File: src/rtl/tlc_lamp_monitor.sv
// ============================================================================
//  Module      : tlc_lamp_monitor
//  Description : Watches the six lamp drives of a two-direction traffic light
//                controller and checks three things about them:
//                  * illegal lamp combinations (conflict),
//                  * phase ordering G1->Y1->RA->G2->Y2->RB->G1 (sequence),
//                  * minimum green / yellow dwell times (dwell).
//                Errors are sticky until err_clr. Each cycle that raises at
//                least one new violation adds one to a saturating counter.
//  Ports       : blif_clk_net    - clock, rising edge
//                blif_reset_net  - asynchronous active-high reset
//                en              - monitor enable
//                GRN1/YLW1/RED1  - direction-1 lamp drives
//                GRN2/YLW2/RED2  - direction-2 lamp drives
//                err_clr         - synchronous clear of flags and count
//                phase           - tracked phase code (0 = IDLE)
//                dwell           - cycles in current phase, saturating
//                err_conflict/err_seq/err_dwell - sticky error flags
//                viol_cnt        - saturating violation-cycle count
//  Revision    : 1.0 - initial release
// ============================================================================
`default_nettype none

module tlc_lamp_monitor #(
    parameter int MIN_GRN = 8,
    parameter int MIN_YLW = 3
) (
    input  logic       blif_clk_net,
    input  logic       blif_reset_net,
    input  logic       en,
    input  logic       GRN1,
    input  logic       YLW1,
    input  logic       RED1,
    input  logic       GRN2,
    input  logic       YLW2,
    input  logic       RED2,
    input  logic       err_clr,
    output logic [2:0] phase,
    output logic [7:0] dwell,
    output logic       err_conflict,
    output logic       err_seq,
    output logic       err_dwell,
    output logic [7:0] viol_cnt
);

    // Tracked phases
    localparam logic [2:0] c_ph_idle = 3'd0;
    localparam logic [2:0] c_ph_g1   = 3'd1;
    localparam logic [2:0] c_ph_y1   = 3'd2;
    localparam logic [2:0] c_ph_ra   = 3'd3;
    localparam logic [2:0] c_ph_g2   = 3'd4;
    localparam logic [2:0] c_ph_y2   = 3'd5;
    localparam logic [2:0] c_ph_rb   = 3'd6;

    // Decoded lamp states; codes chosen to match the phase they resync to
    localparam logic [2:0] c_ds_ill  = 3'd0;
    localparam logic [2:0] c_ds_g1   = 3'd1;
    localparam logic [2:0] c_ds_y1   = 3'd2;
    localparam logic [2:0] c_ds_ar   = 3'd3;
    localparam logic [2:0] c_ds_g2   = 3'd4;
    localparam logic [2:0] c_ds_y2   = 3'd5;

    localparam logic [7:0] c_min_grn = 8'(MIN_GRN);
    localparam logic [7:0] c_min_ylw = 8'(MIN_YLW);
    localparam logic [7:0] c_sat     = 8'hFF;

    // Registered lamps: {G1, Y1, R1, G2, Y2, R2}
    logic [5:0] r_lamps;
    logic [2:0] r_phase;
    logic [7:0] r_dwell;
    logic       r_exempt;
    logic       r_err_conflict;
    logic       r_err_seq;
    logic       r_err_dwell;
    logic [7:0] r_viol_cnt;

    logic [2:0] w_ds;
    logic       w_leg1;
    logic       w_leg2;
    logic       w_cur_idle;
    logic [2:0] w_next_phase;
    logic       w_conf;
    logic       w_seq;
    logic       w_dwv;
    logic       w_any;
    logic       w_phase_chg;

    // Decoded state that means "stay in this phase"
    function automatic logic [2:0] hold_ds(input logic [2:0] ph);
        case (ph)
            c_ph_g1: hold_ds = c_ds_g1;
            c_ph_y1: hold_ds = c_ds_y1;
            c_ph_ra: hold_ds = c_ds_ar;
            c_ph_g2: hold_ds = c_ds_g2;
            c_ph_y2: hold_ds = c_ds_y2;
            c_ph_rb: hold_ds = c_ds_ar;
            default: hold_ds = c_ds_ill;
        endcase
    endfunction

    // Decoded state of the legal successor phase
    function automatic logic [2:0] succ_ds(input logic [2:0] ph);
        case (ph)
            c_ph_g1: succ_ds = c_ds_y1;
            c_ph_y1: succ_ds = c_ds_ar;
            c_ph_ra: succ_ds = c_ds_g2;
            c_ph_g2: succ_ds = c_ds_y2;
            c_ph_y2: succ_ds = c_ds_ar;
            c_ph_rb: succ_ds = c_ds_g1;
            default: succ_ds = c_ds_ill;
        endcase
    endfunction

    // Phase a legal decoded state lands in when the ordering is lost;
    // all-red carries no direction history so it falls back to IDLE
    function automatic logic [2:0] resync_ph(input logic [2:0] ds);
        case (ds)
            c_ds_g1: resync_ph = c_ph_g1;
            c_ds_y1: resync_ph = c_ph_y1;
            c_ds_g2: resync_ph = c_ph_g2;
            c_ds_y2: resync_ph = c_ph_y2;
            default: resync_ph = c_ph_idle;
        endcase
    endfunction

    // Lamp decode
    always_comb begin
        w_leg1 = ({1'b0, r_lamps[5]} + {1'b0, r_lamps[4]} + {1'b0, r_lamps[3]}) == 2'd1;
        w_leg2 = ({1'b0, r_lamps[2]} + {1'b0, r_lamps[1]} + {1'b0, r_lamps[0]}) == 2'd1;
        w_ds   = c_ds_ill;
        if (w_leg1 && w_leg2) begin
            if (r_lamps[3] && r_lamps[0])      w_ds = c_ds_ar;
            else if (r_lamps[0] && r_lamps[5]) w_ds = c_ds_g1;
            else if (r_lamps[0] && r_lamps[4]) w_ds = c_ds_y1;
            else if (r_lamps[3] && r_lamps[2]) w_ds = c_ds_g2;
            else if (r_lamps[3] && r_lamps[1]) w_ds = c_ds_y2;
            else                               w_ds = c_ds_ill;  // both non-red
        end
    end

    // Phase tracking and violation detection
    always_comb begin
        w_cur_idle   = (r_phase == c_ph_idle) || (r_phase == 3'd7);
        w_next_phase = w_cur_idle ? c_ph_idle : r_phase;
        w_conf       = 1'b0;
        w_seq        = 1'b0;
        w_dwv        = 1'b0;
        if (!en) begin
            w_next_phase = c_ph_idle;
        end else if (w_ds == c_ds_ill) begin
            w_conf       = 1'b1;
            w_next_phase = c_ph_idle;
        end else if (w_cur_idle) begin
            w_next_phase = resync_ph(w_ds);
        end else if (w_ds != hold_ds(r_phase)) begin
            if (w_ds == succ_ds(r_phase)) begin
                w_next_phase = (r_phase == c_ph_rb) ? c_ph_g1 : r_phase + 3'd1;
            end else begin
                w_seq        = 1'b1;
                w_next_phase = resync_ph(w_ds);
            end
            // Exit dwell check; skipped for the partial phase seen first
            if (!r_exempt) begin
                if (((r_phase == c_ph_g1) || (r_phase == c_ph_g2)) && (r_dwell < c_min_grn))
                    w_dwv = 1'b1;
                if (((r_phase == c_ph_y1) || (r_phase == c_ph_y2)) && (r_dwell < c_min_ylw))
                    w_dwv = 1'b1;
            end
        end
        w_any       = w_conf || w_seq || w_dwv;
        w_phase_chg = (w_next_phase != r_phase);
    end

    always_ff @(posedge blif_clk_net or posedge blif_reset_net) begin
        if (blif_reset_net) begin
            r_lamps        <= 6'd0;
            r_phase        <= c_ph_idle;
            r_dwell        <= 8'd0;
            r_exempt       <= 1'b1;
            r_err_conflict <= 1'b0;
            r_err_seq      <= 1'b0;
            r_err_dwell    <= 1'b0;
            r_viol_cnt     <= 8'd0;
        end else begin
            r_lamps <= {GRN1, YLW1, RED1, GRN2, YLW2, RED2};
            r_phase <= w_next_phase;

            if (!en)
                r_dwell <= 8'd0;
            else if (w_phase_chg)
                r_dwell <= 8'd1;
            else if (r_dwell != c_sat)
                r_dwell <= r_dwell + 8'd1;

            // Every visit to IDLE re-arms the exemption for the next entry
            if (w_next_phase == c_ph_idle)
                r_exempt <= 1'b1;
            else if (w_phase_chg && !w_cur_idle)
                r_exempt <= 1'b0;

            // A new violation overrides a simultaneous clear
            r_err_conflict <= (r_err_conflict && !err_clr) || w_conf;
            r_err_seq      <= (r_err_seq      && !err_clr) || w_seq;
            r_err_dwell    <= (r_err_dwell    && !err_clr) || w_dwv;

            if (err_clr)
                r_viol_cnt <= {7'd0, w_any};
            else if (w_any && (r_viol_cnt != c_sat))
                r_viol_cnt <= r_viol_cnt + 8'd1;
        end
    end

    assign phase        = r_phase;
    assign dwell        = r_dwell;
    assign err_conflict = r_err_conflict;
    assign err_seq      = r_err_seq;
    assign err_dwell    = r_err_dwell;
    assign viol_cnt     = r_viol_cnt;

endmodule

`default_nettype wire
File: config.mk
export PLATFORM = sky130hd
export DESIGN_NAME = tlc_lamp_monitor
export DESIGN_NICKNAME = d
export VERILOG_FILES = /design/src/rtl/tlc_lamp_monitor.sv
export SDC_FILE = /design/constraint.sdc
export NUM_CORES = 1
export LEC_CHECK = 0
export ABC_AREA = 0
export ABC_CLOCK_PERIOD_IN_PS = 2900
export BUFFER_PORTS_ARGS = -buffer_cell sky130_fd_sc_hd__buf_2
export CAP_MARGIN = 20
export CORE_MARGIN = 3
export CORE_UTILIZATION = 53
export CTS_BUF_LIST = sky130_fd_sc_hd__clkbuf_8
export CTS_CLUSTER_DIAMETER = 60
export DETAILED_ROUTE_END_ITERATION = 8
export PLACE_DENSITY = 0.8
export SYNTH_ARGS = -nofsm -noshare
export SYNTH_HDL_FRONTEND = slang
export SYNTH_SLANG_ARGS = --single-unit
File: constraint.sdc
create_clock -name blif_clk_net -period 2.9 [get_ports blif_clk_net]
set_input_delay 0.29 -clock blif_clk_net [delete_from_list [all_inputs] [get_ports blif_clk_net]]
set_output_delay 0.29 -clock blif_clk_net [all_outputs]
set_load 0.02 [all_outputs]
Yosys cells after proc, flatten, opt, wreduce, memory -nomap -nowiden
Cells that the tools add are included.
{"block": "word_totals", "regBits": 29, "rom_bits": 0, "out_inout_bits": 22, "latch_bits": 0, "ramBits": 0, "in_bits": 10, "memories": 0}
{"block": "classes", "add_sub_neg": 7, "n_mul": 0, "shifts": 0, "order_cmp": 2, "muxes": 43, "n_eq_ne": 19, "div_mod_pow": 0, "reduce_logical": 30, "bitwise": 0}
{"op": "$mux W3", "n": 19}
{"op": "$mux W8", "n": 5}
{"op": "$pmux W3 S5", "n": 2}
{"op": "$eq A3 B3 Y1 const B", "n": 6}
{"op": "$add A8 B1 Y8 const B", "n": 2}
{"op": "$mux W1", "n": 16}
{"op": "$ne A8 B8 Y1 const B", "n": 2}
{"op": "$logic_and A1 B1 Y1", "n": 13}
{"op": "$pmux W3 S4", "n": 1}
{"op": "$eq A3 B2 Y1 const B", "n": 3}
{"op": "$logic_not A3 Y1", "n": 3}
{"op": "$logic_or A1 B1 Y1", "n": 8}
{"op": "$lt A8 B2 Y1 const B", "n": 1}
{"op": "$lt A8 B4 Y1 const B", "n": 1}
{"op": "$eq A3 B1 Y1 const B", "n": 2}
{"op": "$ne A3 B3 Y1", "n": 2}
{"op": "$add A1 B1 Y2", "n": 2}
{"op": "$add A2 B1 Y2", "n": 2}
{"op": "$eq A2 B1 Y1 const B", "n": 2}
{"op": "$reduce_bool A2 Y1", "n": 2}
{"op": "$reduce_or A2 Y1", "n": 2}
{"op": "$add A3 B1 Y3 const B", "n": 1}
{"op": "$eq A3 B3 Y1", "n": 1}
{"op": "$ne A3 B1 Y1 const B", "n": 1}
{"op": "$logic_not A1 Y1", "n": 2}

Depth between registers and ports, before layout
{"block": "logic_depth", "depth_word": 26, "depth_mapped": 12, "depth_no_buf": 9}

Least setup slack after synthesis
Ideal clock, no wire load.
{"block": "synth_timing", "path_kind": "reg2reg", "startpoint": "register r_lamps[3]", "endpoint": "register r_viol_cnt[5] (netlist: viol_cnt[5])", "path_stages_with_launch": 12, "arrival_time_ps": 2928, "slack_ps": -155, "cell_sequence": "dfrtp_1 -> buf_6 -> inv_1 -> fa_1 -> and4bb_2 -> buf_4 -> o2111a_4 -> o21ai_1 -> a311o_1 -> o32ai_1 -> and4_1 -> mux2_1"}
{"block": "synth_via", "elab_chain_len": 17, "elab_cells_between_ends": 30, "classes_between": "add/sub: 1; eq/ne: 3; mux: 17; reduce/logical: 9"}
{"element": "start: declaration", "line_no": "68", "source": "logic [5:0] r_lamps;"}
{"element": "start signal: assignment", "line_no": "185", "source": "r_lamps <= {GRN1, YLW1, RED1, GRN2, YLW2, RED2};"}
{"element": "$logic_and A1 B1 Y1", "line_no": "136", "source": "else if (r_lamps[3] && r_lamps[1]) w_ds = c_ds_y2;"}
{"element": "$mux W3", "line_no": "136"}
{"element": "$mux W3", "line_no": "135", "source": "else if (r_lamps[3] && r_lamps[2]) w_ds = c_ds_g2;"}
{"element": "$mux W3", "line_no": "134", "source": "else if (r_lamps[0] && r_lamps[4]) w_ds = c_ds_y1;"}
{"element": "$mux W3", "line_no": "133", "source": "else if (r_lamps[0] && r_lamps[5]) w_ds = c_ds_g1;"}
{"element": "$mux W3", "line_no": "132", "source": "if (r_lamps[3] && r_lamps[0]) w_ds = c_ds_ar;"}
{"element": "$mux W3 *", "line_no": "131", "source": "if (w_leg1 && w_leg2) begin"}
{"element": "$eq A3 B3 Y1", "line_no": "156", "source": "if (w_ds == succ_ds(r_phase)) begin"}
{"element": "$mux W1", "line_no": "156"}
{"element": "$mux W1", "line_no": "155", "source": "end else if (w_ds != hold_ds(r_phase)) begin"}
{"element": "$mux W1", "line_no": "153", "source": "end else if (w_cur_idle) begin"}
{"element": "$mux W1", "line_no": "150", "source": "end else if (w_ds == c_ds_ill) begin"}
{"element": "$mux W1", "line_no": "148", "source": "if (!en) begin"}
{"element": "$logic_or A1 B1 Y1", "line_no": "170", "source": "w_any = w_conf || w_seq || w_dwv;"}
{"element": "$logic_or A1 B1 Y1 *", "line_no": "170"}
{"element": "$logic_and A1 B1 Y1 *", "line_no": "208", "source": "else if (w_any && (r_viol_cnt != c_sat))"}
{"element": "$reduce_bool A2 Y1 (no line) *"}
{"element": "end signal: assignment", "line_no": "207", "source": "r_viol_cnt <= {7'd0, w_any};"}
{"element": "end signal: assignment", "line_no": "209", "source": "r_viol_cnt <= r_viol_cnt + 8'd1;"}
{"element": "end: declaration", "line_no": "75", "source": "logic [7:0] r_viol_cnt;"}
Every way passes the cells marked *; elsewhere a longest branch is shown, timed or not.
A chain may end at the register's enable or synchronous reset.

Final worst setup path
{"block": "layout_timing", "startpoint": "register r_lamps[0]", "endpoint": "register r_viol_cnt[6] (netlist: viol_cnt[6])"}
{"block": "layout_via", "elab_chain_len": 15, "elab_cells_between_ends": 28, "classes_between": "add/sub: 1; eq/ne: 3; mux: 15; reduce/logical: 9"}
{"element": "branches (longest 4 deep; another with $add A2 B1 Y2)"}
{"element": "$mux W3 *", "line_no": "131"}
{"element": "$eq A3 B3 Y1", "line_no": "156"}
{"element": "$mux W1", "line_no": "156"}
{"element": "$mux W1", "line_no": "155"}
{"element": "$mux W1", "line_no": "153"}
{"element": "$mux W1", "line_no": "150"}
{"element": "$mux W1", "line_no": "148"}
{"element": "$logic_or A1 B1 Y1", "line_no": "170"}
{"element": "$logic_or A1 B1 Y1 *", "line_no": "170"}
{"element": "$logic_and A1 B1 Y1 *", "line_no": "208"}
{"element": "$reduce_bool A2 Y1 (no line) *"}
Mark *: on every way between the ends.

==> impl_metrics.yaml <==
detailed_routing:
  drc: 0
  wl_met2_um: 2620
  drtIter0Drc: 202
  antenna_left: 0
  vias: 2134
  drt-total-wl_um: 5540
  vias_per_cell: 6.39
  maxUsedRoutingLayer: "met4"
  wl_met3_um: 314
  wl_met1_um: 2530
  firstDrtPassIters: 5
  routedWlPerCell_um: 16.6
timing:
  fin_ws_ns: 0.0769
  post-route-min-period_ns: 2.82
  worst_pin_slew_ns: 0.600
  fmax_ghz: 0.354
  setup_viol: 0
  maxSlewViolCount: 0
  period_share_pct: 97.3
  finalHoldViolCount: 0
  skew_ns: 0.0114
  slew_headroom_pct: 60.0
die:
  start_util_pct: 56.4
  die-width_um: 69.4
  die_y_um: 69.4
  io_pins: 32
  core_um2: 3770
  dieArea_um2: 4810
  num_rows: 22
critical_path:
  crit_path_frequent_cell: "a211oi_2"
  worstPathRequired_ns: 3.10
  crit_family: "compound AO/OA/AOI/OAI gates"
  criticalPathCategory: "reg2reg"
  r2r_start: "r_lamps[0]$_DFF_PP0_"
  end_kind: "flop"
  critPathArrivalTime_ns: 3.03
  cp-startpoint: "r_lamps[0]$_DFF_PP0_"
  critPathMaxStageDelay_ns: 0.49
  crit_buf_inv: 1
  path_cells: "inv_1 > fa_1 > nand4bb_4 > a211o_1 > a211oi_2 > a211oi_2 > o32a_4 > or4_1 > a21oi_2"
  startpoint_type: "flop"
  cp_max_fo: 9
  slowest_stage: "fa_1"
power_and_ir_drop:
  swShare_pct: 27.9
  p_leak_nw: 1.19
  seqPwrFrac_pct: 46.2
  ir_drop_uv: 341
  switching_power_mw: 0.261
  internal-power_mw: 0.674
  comb_power_share_pct: 18.2
  pwr-share-clk_pct: 35.6
  power_density_nw_per_um2: 358
clocking:
  clock_latency_ns: 0.28
  clockRootBuffer: "clkbuf_8"
  clk_pin_slew_ns: 0.07
  numCtsBuffers: 5
  ctsLongestPathBuffers: 2
  cts_sinks: 29
  htreeDepth: 2
  cts_hold_buffers: 0
  cts_tree: "yes"
cells_and_area:
  drive_gt1_share_pct: 28.7
  n_antenna_cell: 0
  layout.nets: 300
  final_cells: 334
  fin_util_pct: 69.3
  area_delta_synth_final_pct: 22.9
place:
  hpwlAfterDp_um: 3950
  place_inst: 326
  gp_congestion: 0.926
  io_buffer_count: 31
  dpl_worst_slack_ns: -0.0119
status:
  status: "finished clean"
grt:
  grt_pass1_vias: 1956
  grt_max_degree: 16
  grt_pass1_wl_um: 9070
  antenna_found_initial: 0
  grtUsageTotal_pct: 22.8
  grt_overflow: 0
synthesis:
  yosysWarnings: 0
  synth_cell_types: 69
  async_flop_share_pct: 100
  synth_seq_cells: 29
  netlist_area_um2: 2130
  seq_area_frac_synth_pct: 34.2
  synth_edf_count: 0
  syn_inst: 237
  avgSynthCellArea_um2: 8.98
  ys.flop_type: "dfrtp_1"
  synth_nets: 251
worst_hold_path:
  hp-class: "in2async"
job:
  maxCapViolCount: 0
==> through the flow <==
| stage | hold WS [ns] | power, mW | TNS, ns | instance area [um^2] |
|---|---|---|---|---|
| finish | 0.0688 | 0.936 | 0 | 2620 |
| global route | 0.101 | 0.981 | -0.191 | 2620 |
| CTS | 0.0803 | 0.933 | 0 | 2550 |
| detailed placement | 0.384 | 0.597 | -0.0189 | 2460 |
| global placement | 0.399 | 0.591 | 0 | 2450 |
| floorplan | 0.321 | 0.542 | -0.0203 | 2140 |
==> kinds of logic (layout without fill, tap and decap cells) <==
group	count (synthesis)	count (layout)	synth area share [%]
mux	5	5	2.47
buf+inv	24	73	4.94
flops	29	29	34.2
simple gates	94	94	25.0
compound gates	77	77	28.7
fa+ha+maj	4	4	3.06
xor+xnor	4	4	1.65
==> flip-flops by register name, summed over array words and instances, names as in the netlist <==
name          flops
r_lamps           6
err_dwell         1
err_seq           1
dwell             8
r_exempt          1
viol_cnt          8
phase             3
err_conflict      1
==> Yosys cell counts, drive strengths merged (3+ instances only) <==
cell,instances,area [um^2]
a211oi,3,27.5
nor4,8,50.1
o211ai,4,30.0
o21ai,14,70.1
and3,7,43.8
mux2i,3,30.0
nand2,16,60.1
nor2b,6,37.5
or2,3,18.8
and2,3,21.3
nand3b,3,22.5
a211o,3,26.3
o311ai,3,26.3
inv,11,41.3
nand3,16,80.1
dfrtp,28,701
nor3,3,15.0
a21oi,10,50.1
a21o,4,30.0
nor2,12,45.0
buf,7,41.3
a31oi,3,18.8
o31ai,5,37.5
or4,4,33.8
clkbuf,5,18.8
==> worst paths after layout <==
| check | cells after the start | endpoint | slack, ns |
|---|---|---|---|
| max in group asynchronous | 3 | r_exempt$_DFFE_PP1P_ | 2.29 |
| hold / removal | 2 | phase[2]$_DFF_PP0_ | 0.07 |
| min in group blif_clk_net | 1 | r_lamps[2]$_DFF_PP0_ | 0.12 |
| setup / recovery | 9 | viol_cnt[6]$_DFFE_PP0P_ | 0.08 |
| setup reg to reg | 9 | viol_cnt[6]$_DFFE_PP0P_ | 0.08 |
| hold reg to reg | 1 | viol_cnt[7]$_DFFE_PP0P_ | 0.51 |
==> cell usage in the layout, fill, tap and decap left out, drive strengths merged, types with 4 or more instances in the layout <==
master	count
nand3	16
and3	7
nand2	16
nor4	8
nor2b	6
or4	4
buf	54
dfrtp	28
o211ai	4
a21o	4
a21oi	10
clkbuf	6
nor2	12
o31ai	5
inv	12
o21ai	14
==> area by class of cell <==
cell class / instances / area (um^2)
Clock buffer: 6 / 82.6
Tap cell: 48 / 60.1
Multi-Input combinational cell: 184 / 1360
Timing Repair Buffer: 54 / 335
Sequential cell: 29 / 727
Inverter: 12 / 45.0
Fill cell: 282 / 1160
Clock inverter: 1 / 3.75
==> power groups by stage <==
| stage | Sequential, mW | Clock, mW | Combinational, mW |
|---|---|---|---|
| floorplan | 0.451 | 0 | 0.0910 |
| global placement | 0.439 | 0 | 0.153 |
| detailed placement | 0.439 | 0 | 0.158 |
| CTS | 0.432 | 0.340 | 0.161 |
| global route | 0.434 | 0.362 | 0.185 |
| finish | 0.432 | 0.333 | 0.171 |
==> routing by layer <==
layer / GRT usage (%) / vias to the layer above
li1: - / 1012
met1: 32.4 / 1037
met2: 35.6 / 73
met3: 4.20 / 12
met4: 6.29 / 0
met5: 0 / -
==> timing repair <==
| item | in CTS | in global routing |
|---|---|---|
| pin swaps | 0 | 2 |
| endpoints found under the hold margin | 0 | 0 |
| buffers inserted | 0 | 1 |
| setup endpoints to repair | 1 | 17 |
| cloned | 0 | 0 |
| resized for setup | 1 | 8 |
Power figures use the tool's default switching activity.
